[config.mk]
export PLATFORM = sky130hd
export DESIGN_NAME = ex_muldiv_unit
export DESIGN_NICKNAME = d
export VERILOG_FILES = /design/src/rtl/ex_muldiv_unit_pkg.sv /design/src/rtl/ex_div_iter.sv /design/src/rtl/ex_muldiv_unit.sv
export SDC_FILE = /design/constraint.sdc
export NUM_CORES = 2
export LEC_CHECK = 0
export CAP_MARGIN = 25
export CORE_MARGIN = 1.5
export CORE_UTILIZATION = 58
export CTS_BUF_LIST = sky130_fd_sc_hd__clkbuf_8
export CTS_CLUSTER_DIAMETER = 200
export CTS_CLUSTER_SIZE = 28
export DETAILED_ROUTE_END_ITERATION = 10
export PLACE_DENSITY = 0.75
export SLEW_MARGIN = 10
export SYNTH_ARGS = -nofsm -noshare
export SYNTH_HDL_FRONTEND = slang
export SYNTH_HIERARCHICAL = 1
export SYNTH_SLANG_ARGS = --single-unit
[constraint.sdc]
create_clock -name clk -period 6.05 [get_ports clk]
set_input_delay 0.9075 -clock clk [delete_from_list [all_inputs] [get_ports clk]]
set_output_delay 0.9075 -clock clk [all_outputs]
set_load 0.02 [all_outputs]
[src/rtl/ex_muldiv_unit_pkg.sv]
// Shared CPU parameters for the EX-stage multiply/divide unit: word width,
// MULDIV op encodings, FSM state encodings and divide control flags.
package ex_muldiv_unit_pkg;

  localparam int WORD = 32;

  typedef enum logic [2:0] {
    OP_MUL   = 3'd0,
    OP_MULH  = 3'd1,
    OP_MULHU = 3'd2,
    OP_RSVD  = 3'd3,
    OP_DIV   = 3'd4,
    OP_MOD   = 3'd5,
    OP_DIVU  = 3'd6,
    OP_MODU  = 3'd7
  } muldiv_op_e;

  typedef enum logic [2:0] {
    S_IDLE = 3'd0,
    S_MUL  = 3'd1,
    S_DIV  = 3'd2,
    S_FIX  = 3'd3,
    S_DONE = 3'd4
  } muldiv_state_e;

  typedef struct packed {
    logic neg_q;     // operand signs differ on a signed divide
    logic neg_r;     // signed divide with negative dividend
    logic want_rem;  // remainder-returning ops select the remainder
    logic dvs_zero;  // divide by zero keeps the all-ones quotient
  } div_ctl_t;

  function automatic logic [WORD-1:0] mag(input logic [WORD-1:0] v, input logic sgn);
    return (sgn && v[WORD-1]) ? -v : v;
  endfunction

endpackage

[src/rtl/ex_div_iter.sv]
// One combinational restoring-division step: shift in the next dividend bit,
// trial-subtract the divisor, keep the difference when it does not borrow.
module ex_div_iter
  import ex_muldiv_unit_pkg::*;
(
  input  logic [WORD-1:0] rem,
  input  logic            dvd_msb,
  input  logic [WORD-1:0] dvs,
  output logic [WORD-1:0] rem_nxt,
  output logic            q_bit
);

  logic [WORD:0] shifted;
  logic [WORD:0] diff;

  // rem < dvs always holds, so bit WORD of diff is a clean borrow flag
  assign shifted = {rem, dvd_msb};
  assign diff    = shifted - {1'b0, dvs};
  assign q_bit   = ~diff[WORD];
  assign rem_nxt = q_bit ? diff[WORD-1:0] : shifted[WORD-1:0];

endmodule

[src/rtl/ex_muldiv_unit.sv]
// EX-stage multi-cycle MUL/MULH/MULHU/DIV/MOD/DIVU/MODU unit with pipeline stall.
// Optional MULDIV_FAST_DIV_EN: divides with |divisor| > |dividend| finish in one cycle.
module ex_muldiv_unit
  import ex_muldiv_unit_pkg::*;
#(
  parameter int MUL_LAT  = 2,
  parameter int DIV_ITER = 32
) (
  input  logic            clk,
  input  logic            rst_n,
  input  logic            start,
  input  logic [2:0]      op,
  input  logic [WORD-1:0] src1,
  input  logic [WORD-1:0] src2,
  input  logic            flush,
  output logic            stall_req,
  output logic            busy,
  output logic            done,
  output logic [WORD-1:0] result
);

  localparam logic [5:0] MUL_LAST = 6'(MUL_LAT - 1);
  localparam logic [5:0] DIV_LAST = 6'(DIV_ITER - 1);

  muldiv_state_e state, state_nxt;
  muldiv_op_e    op_in, op_q;
  logic          accept, div_sgn, fast_skip, mul_sgn, q_step;
  logic [WORD-1:0] mag1, mag2;
  logic [WORD-1:0] quo_q, rem_q, dvs_q, rem_step;
  logic [WORD-1:0] quo_fix, rem_fix, div_res, mul_res;
  logic [5:0]      cnt;
  div_ctl_t        ctl_q;
  logic [2*WORD-1:0] mul_a, mul_b, prod;
  logic [MUL_LAT-1:0][2*WORD-1:0] prod_pipe;

  assign op_in   = muldiv_op_e'(op);
  assign accept  = (state == S_IDLE) && start && !flush;
  assign div_sgn = !op[1];
  assign mag1    = mag(src1, div_sgn);
  assign mag2    = mag(src2, div_sgn);

`ifdef MULDIV_FAST_DIV_EN
  assign fast_skip = op[2] && (mag2 > mag1);
`else
  assign fast_skip = 1'b0;
`endif

  // Product of the incoming operands enters the pipe on the accept edge and
  // reaches the last stage exactly when MUL has counted MUL_LAT cycles.
  assign mul_sgn = (op_in != OP_MULHU);
  assign mul_a   = {{WORD{mul_sgn & src1[WORD-1]}}, src1};
  assign mul_b   = {{WORD{mul_sgn & src2[WORD-1]}}, src2};
  assign prod    = mul_a * mul_b;
  assign mul_res = (op_q == OP_MUL) ? prod_pipe[MUL_LAT-1][WORD-1:0]
                                    : prod_pipe[MUL_LAT-1][2*WORD-1:WORD];

  ex_div_iter u_div_iter (
    .rem     (rem_q),
    .dvd_msb (quo_q[WORD-1]),
    .dvs     (dvs_q),
    .rem_nxt (rem_step),
    .q_bit   (q_step)
  );

  assign quo_fix = (ctl_q.neg_q && !ctl_q.dvs_zero) ? -quo_q : quo_q;
  assign rem_fix = ctl_q.neg_r ? -rem_q : rem_q;
  assign div_res = ctl_q.want_rem ? rem_fix : quo_fix;

  assign stall_req = accept || (state == S_MUL) || (state == S_DIV) || (state == S_FIX);

  always_ff @(posedge clk or negedge rst_n) begin
    if (!rst_n) state <= S_IDLE;
    else        state <= state_nxt;
  end

  always_comb begin
    state_nxt = state;
    unique case (state)
      S_IDLE: if (accept) begin
        if (op_in == OP_RSVD || fast_skip) state_nxt = S_DONE;
        else if (op[2])                    state_nxt = S_DIV;
        else                               state_nxt = S_MUL;
      end
      S_MUL:   if (cnt == MUL_LAST) state_nxt = S_DONE;
      S_DIV:   if (cnt == DIV_LAST) state_nxt = S_FIX;
      S_FIX:   state_nxt = S_DONE;
      S_DONE:  state_nxt = S_IDLE;
      default: state_nxt = S_IDLE;
    endcase
    if (flush) state_nxt = S_IDLE;
  end

  always_ff @(posedge clk or negedge rst_n) begin
    if (!rst_n) begin
      done      <= 1'b0;
      busy      <= 1'b0;
      result    <= '0;
      cnt       <= '0;
      op_q      <= OP_MUL;
      quo_q     <= '0;
      rem_q     <= '0;
      dvs_q     <= '0;
      ctl_q     <= '0;
      prod_pipe <= '0;
    end else begin
      prod_pipe[0] <= prod;
      for (int i = 1; i < MUL_LAT; i++) prod_pipe[i] <= prod_pipe[i-1];

      done <= (state_nxt == S_DONE);
      busy <= (state_nxt == S_MUL) || (state_nxt == S_DIV) || (state_nxt == S_FIX);

      if ((state == S_MUL || state == S_DIV) && state_nxt == state) cnt <= cnt + 6'd1;
      else                                                          cnt <= '0;

      if (accept) begin
        op_q           <= op_in;
        quo_q          <= mag1;
        dvs_q          <= mag2;
        rem_q          <= '0;
        ctl_q.neg_q    <= div_sgn && (src1[WORD-1] ^ src2[WORD-1]);
        ctl_q.neg_r    <= div_sgn && src1[WORD-1];
        ctl_q.want_rem <= op[0];
        ctl_q.dvs_zero <= (src2 == '0);
      end else if (state == S_DIV) begin
        rem_q <= rem_step;
        quo_q <= {quo_q[WORD-2:0], q_step};
      end

      // state_nxt is never DONE under flush, so a kill leaves result intact
      if (state_nxt == S_DONE) begin
        unique case (state)
          S_IDLE:  result <= (fast_skip && op[0]) ? src1 : '0;
          S_MUL:   result <= mul_res;
          S_FIX:   result <= div_res;
          default: result <= result;
        endcase
      end
    end
  end

endmodule

==> flow_summary.ini <==
[run_status]
outcome = finished, violations left
violations = setup timing

[hold_path]
min_path_type = in2async

[timing]
period_share = 1.29
drv_slew = 0
fmax_mhz = 128
rsz0062_at_grt = true
setup_viol = 50
finalHoldViolCount = 0
fin_crit_ns = 7.81
fin_worst_skew_ns = 0.0301
finalWorstSetupSlack_ns = -1.76
slew_headroom = 0.418
worst_slew_pin_slew_ns = 0.873

[placed_design]
gp_congestion = 0.946
hpwl_um = 128000
place_ws_ns = -3.00
numPortBuffers = 105
placed_area_um2 = 59700

[grt]
gr-total-overflow = 0
grt_use_total = 0.361
grt_pass1_wl_um = 260000
grt_start_max_net_pins = 107
grt_pass1_vias = 45969
antenna_found_initial = 16

[logic_synthesis]
syn_nets = 7280
synth_cells = 5832
ys.warnings.count = 6
synth.distinct_cells = 100
synth_edf_count = 0
async_flop_share = 1.00
synth_ff_type = dfrtp_1
synthSimpleGateAreaFrac = 0.155
synthMuxAreaShare = 0.0103
synth_top_family_by_area = adder cells
synth-seq-cells = 273
syn_avg_cell_area_um2 = 9.08
synth-xor-area-share = 0.0366
synth_compound_area_frac = 0.0737
syn-cell-area_um2 = 52900
synth_fa_ha_area_frac = 0.485
yosysSeqAreaShare = 0.129

[critical_path]
cp_slowest_stage_delay_ns = 0.67
crit_top_cell = fa_1
r2r_cells = 15
worst_ep_arrival_time_ns = 8.26
r2r-start = quo_q[31]
path_class = in2reg
path_max_fanout = 7
cp.required_ns = 6.50
critPathCaptureType = flip-flop
r2r_end = rem_q[14]
regToRegSetupSlack_ns = 2.02
crit_slowest_cell = fa_2
start_kind = primary input

[die]
start_util = 0.586
die_area_um2 = 93100
io_pins = 106
core-area_um2 = 90300
die_x_um = 305
num_rows = 110
die_h_um = 305

[cells_and_area]
area_growth_pct = 19.4
mostFrequentLayoutCells = inv_1, fa_1, nand2_1, buf_4, and2_1
fin_area_um2 = 63200
layout-drive-gt1-share = 0.189
nets = 7738
final_common_cell = inv_1

[cts]
cts_num_sinks = 273
clock_latency_ns = 0.56
cts_tree = done
htree_levels = 1
cts-root-buf = clkbuf_8
clk_pin_slew_ns = 0.18
cts_buffer_depth = 3
cts_buffers = 13

[route]
vias_per_cell = 5.79
drcViolationCount = 0
firstDrtPassIters = 7
ant_nets = 0
wire_per_inst_um = 22.2
drt_iter0_drc = 3833
vias = 43287
wl_um = 166000

[flow_run]
maxCapViolations = 0
-- timing repair --
item                                    4_1_cts  5_1_grt
gates resized for setup                     390      169
hold buffers                                  0        0
endpoints found under the setup margin       52       52
pin swaps                                   153      162
setup buffers                                93       51
gates cloned                                 17        0
-- sequential cells by signal, summed over array words and instances, names as in the netlist, 3 cells and up --
signal     cells
result        32
prod_pipe    128
rem_q         32
quo_q         32
state          3
dvs_q         32
cnt            6
op_q           3
ctl_q          3
-- Yosys cell counts, drive strengths merged (5+ instances only) --
cell / instances / area share
nor2: 157 / 0.011
o21bai: 20 / 0.0028
nor4b: 5 / 0.0011
a2111oi: 6 / 0.00099
nand2: 1050 / 0.074
nand3b: 5 / 0.00071
a31oi: 49 / 0.0058
o21ai: 135 / 0.013
mux2i: 20 / 0.0040
nand4: 20 / 0.0024
fa: 1126 / 0.43
and2: 323 / 0.038
inv: 1172 / 0.083
o31ai: 34 / 0.0050
xnor2: 118 / 0.020
nand2b: 12 / 0.0014
a21o: 52 / 0.0074
o211ai: 20 / 0.0028
nor2b: 11 / 0.0014
a21oi: 184 / 0.018
a22o: 14 / 0.0023
or4: 12 / 0.0019
nor3: 36 / 0.0037
a41oi: 5 / 0.00083
nand3: 43 / 0.0043
xor2: 103 / 0.017
mux2: 23 / 0.0062
or3: 21 / 0.0026
dfrtp: 273 / 0.13
buf: 64 / 0.0062
clkbuf: 290 / 0.021
o21a: 16 / 0.0023
or2: 14 / 0.0017
o2111ai: 9 / 0.0016
o41ai: 18 / 0.0033
a211oi: 13 / 0.0020
nor4: 21 / 0.0032
ha: 251 / 0.059
and3: 34 / 0.0040
-- how the worst max path moves through the flow --
stage          slack (ns)             to  start
5_1_grt             -1.98  prod_pipe[63]  op[0]
4_1_cts             -1.82  prod_pipe[63]  op[2]
3_5_place_dp        -3.00  prod_pipe[63]  op[0]
6_report            -1.76  prod_pipe[63]  op[0]
3_3_place_gp        -2.79  prod_pipe[63]  op[0]
2_1_floorplan       -2.18  prod_pipe[63]  op[0]
-- metrics by stage --
stage	util	hold WS [ns]	setup TNS, ns	instances
final	0.700	0.344	-61.67	7477
after global routing	0.700	0.366	-69.41	7473
after floorplan	-	0.331	-62.14	5832
after detailed placement	0.661	0.335	-110.80	7310
after CTS	0.690	0.357	-57.50	7427
after global placement	0.661	0.333	-107.04	7310
-- layout make-up --
type	count	area [µm²]
fillers	6534	27100
multi-input cells	4031	42200
repair buffers	799	8040
flip-flops and latches	273	6830
clock buffers	13	179
well taps	1176	1470
diodes	11	27.5
clock inverters	2	12.5
inverters	1172	4430
-- per-layer routing --
layer | track usage | part of all wire
met1 | 0.476 | 0.37
met2 | 0.594 | 0.48
met3 | 0.0495 | 0.085
met4 | 0.175 | 0.063
met5 | 0 | 0.00048
-- critical path: cells and delay by family --
family	cells	cell delay [ns]
AOI/OAI and AO/OA	7	1.32
buffers and inverters	6	0.52
and+or+nand+nor	4	1.03
adders and majority gates	9	4.48
-- kinds of logic after synthesis --
group,after synthesis
AO/OA/AOI/OAI,611
multiplexers,43
XOR/XNOR,221
AND/OR/NAND/NOR,1779
adder cells (fa/ha/maj),1377
buffers and inverters,1528
flip-flops,273
Power is not shown: default switching activity piles up to over one toggle a cycle in this logic, so the estimate is an artifact.
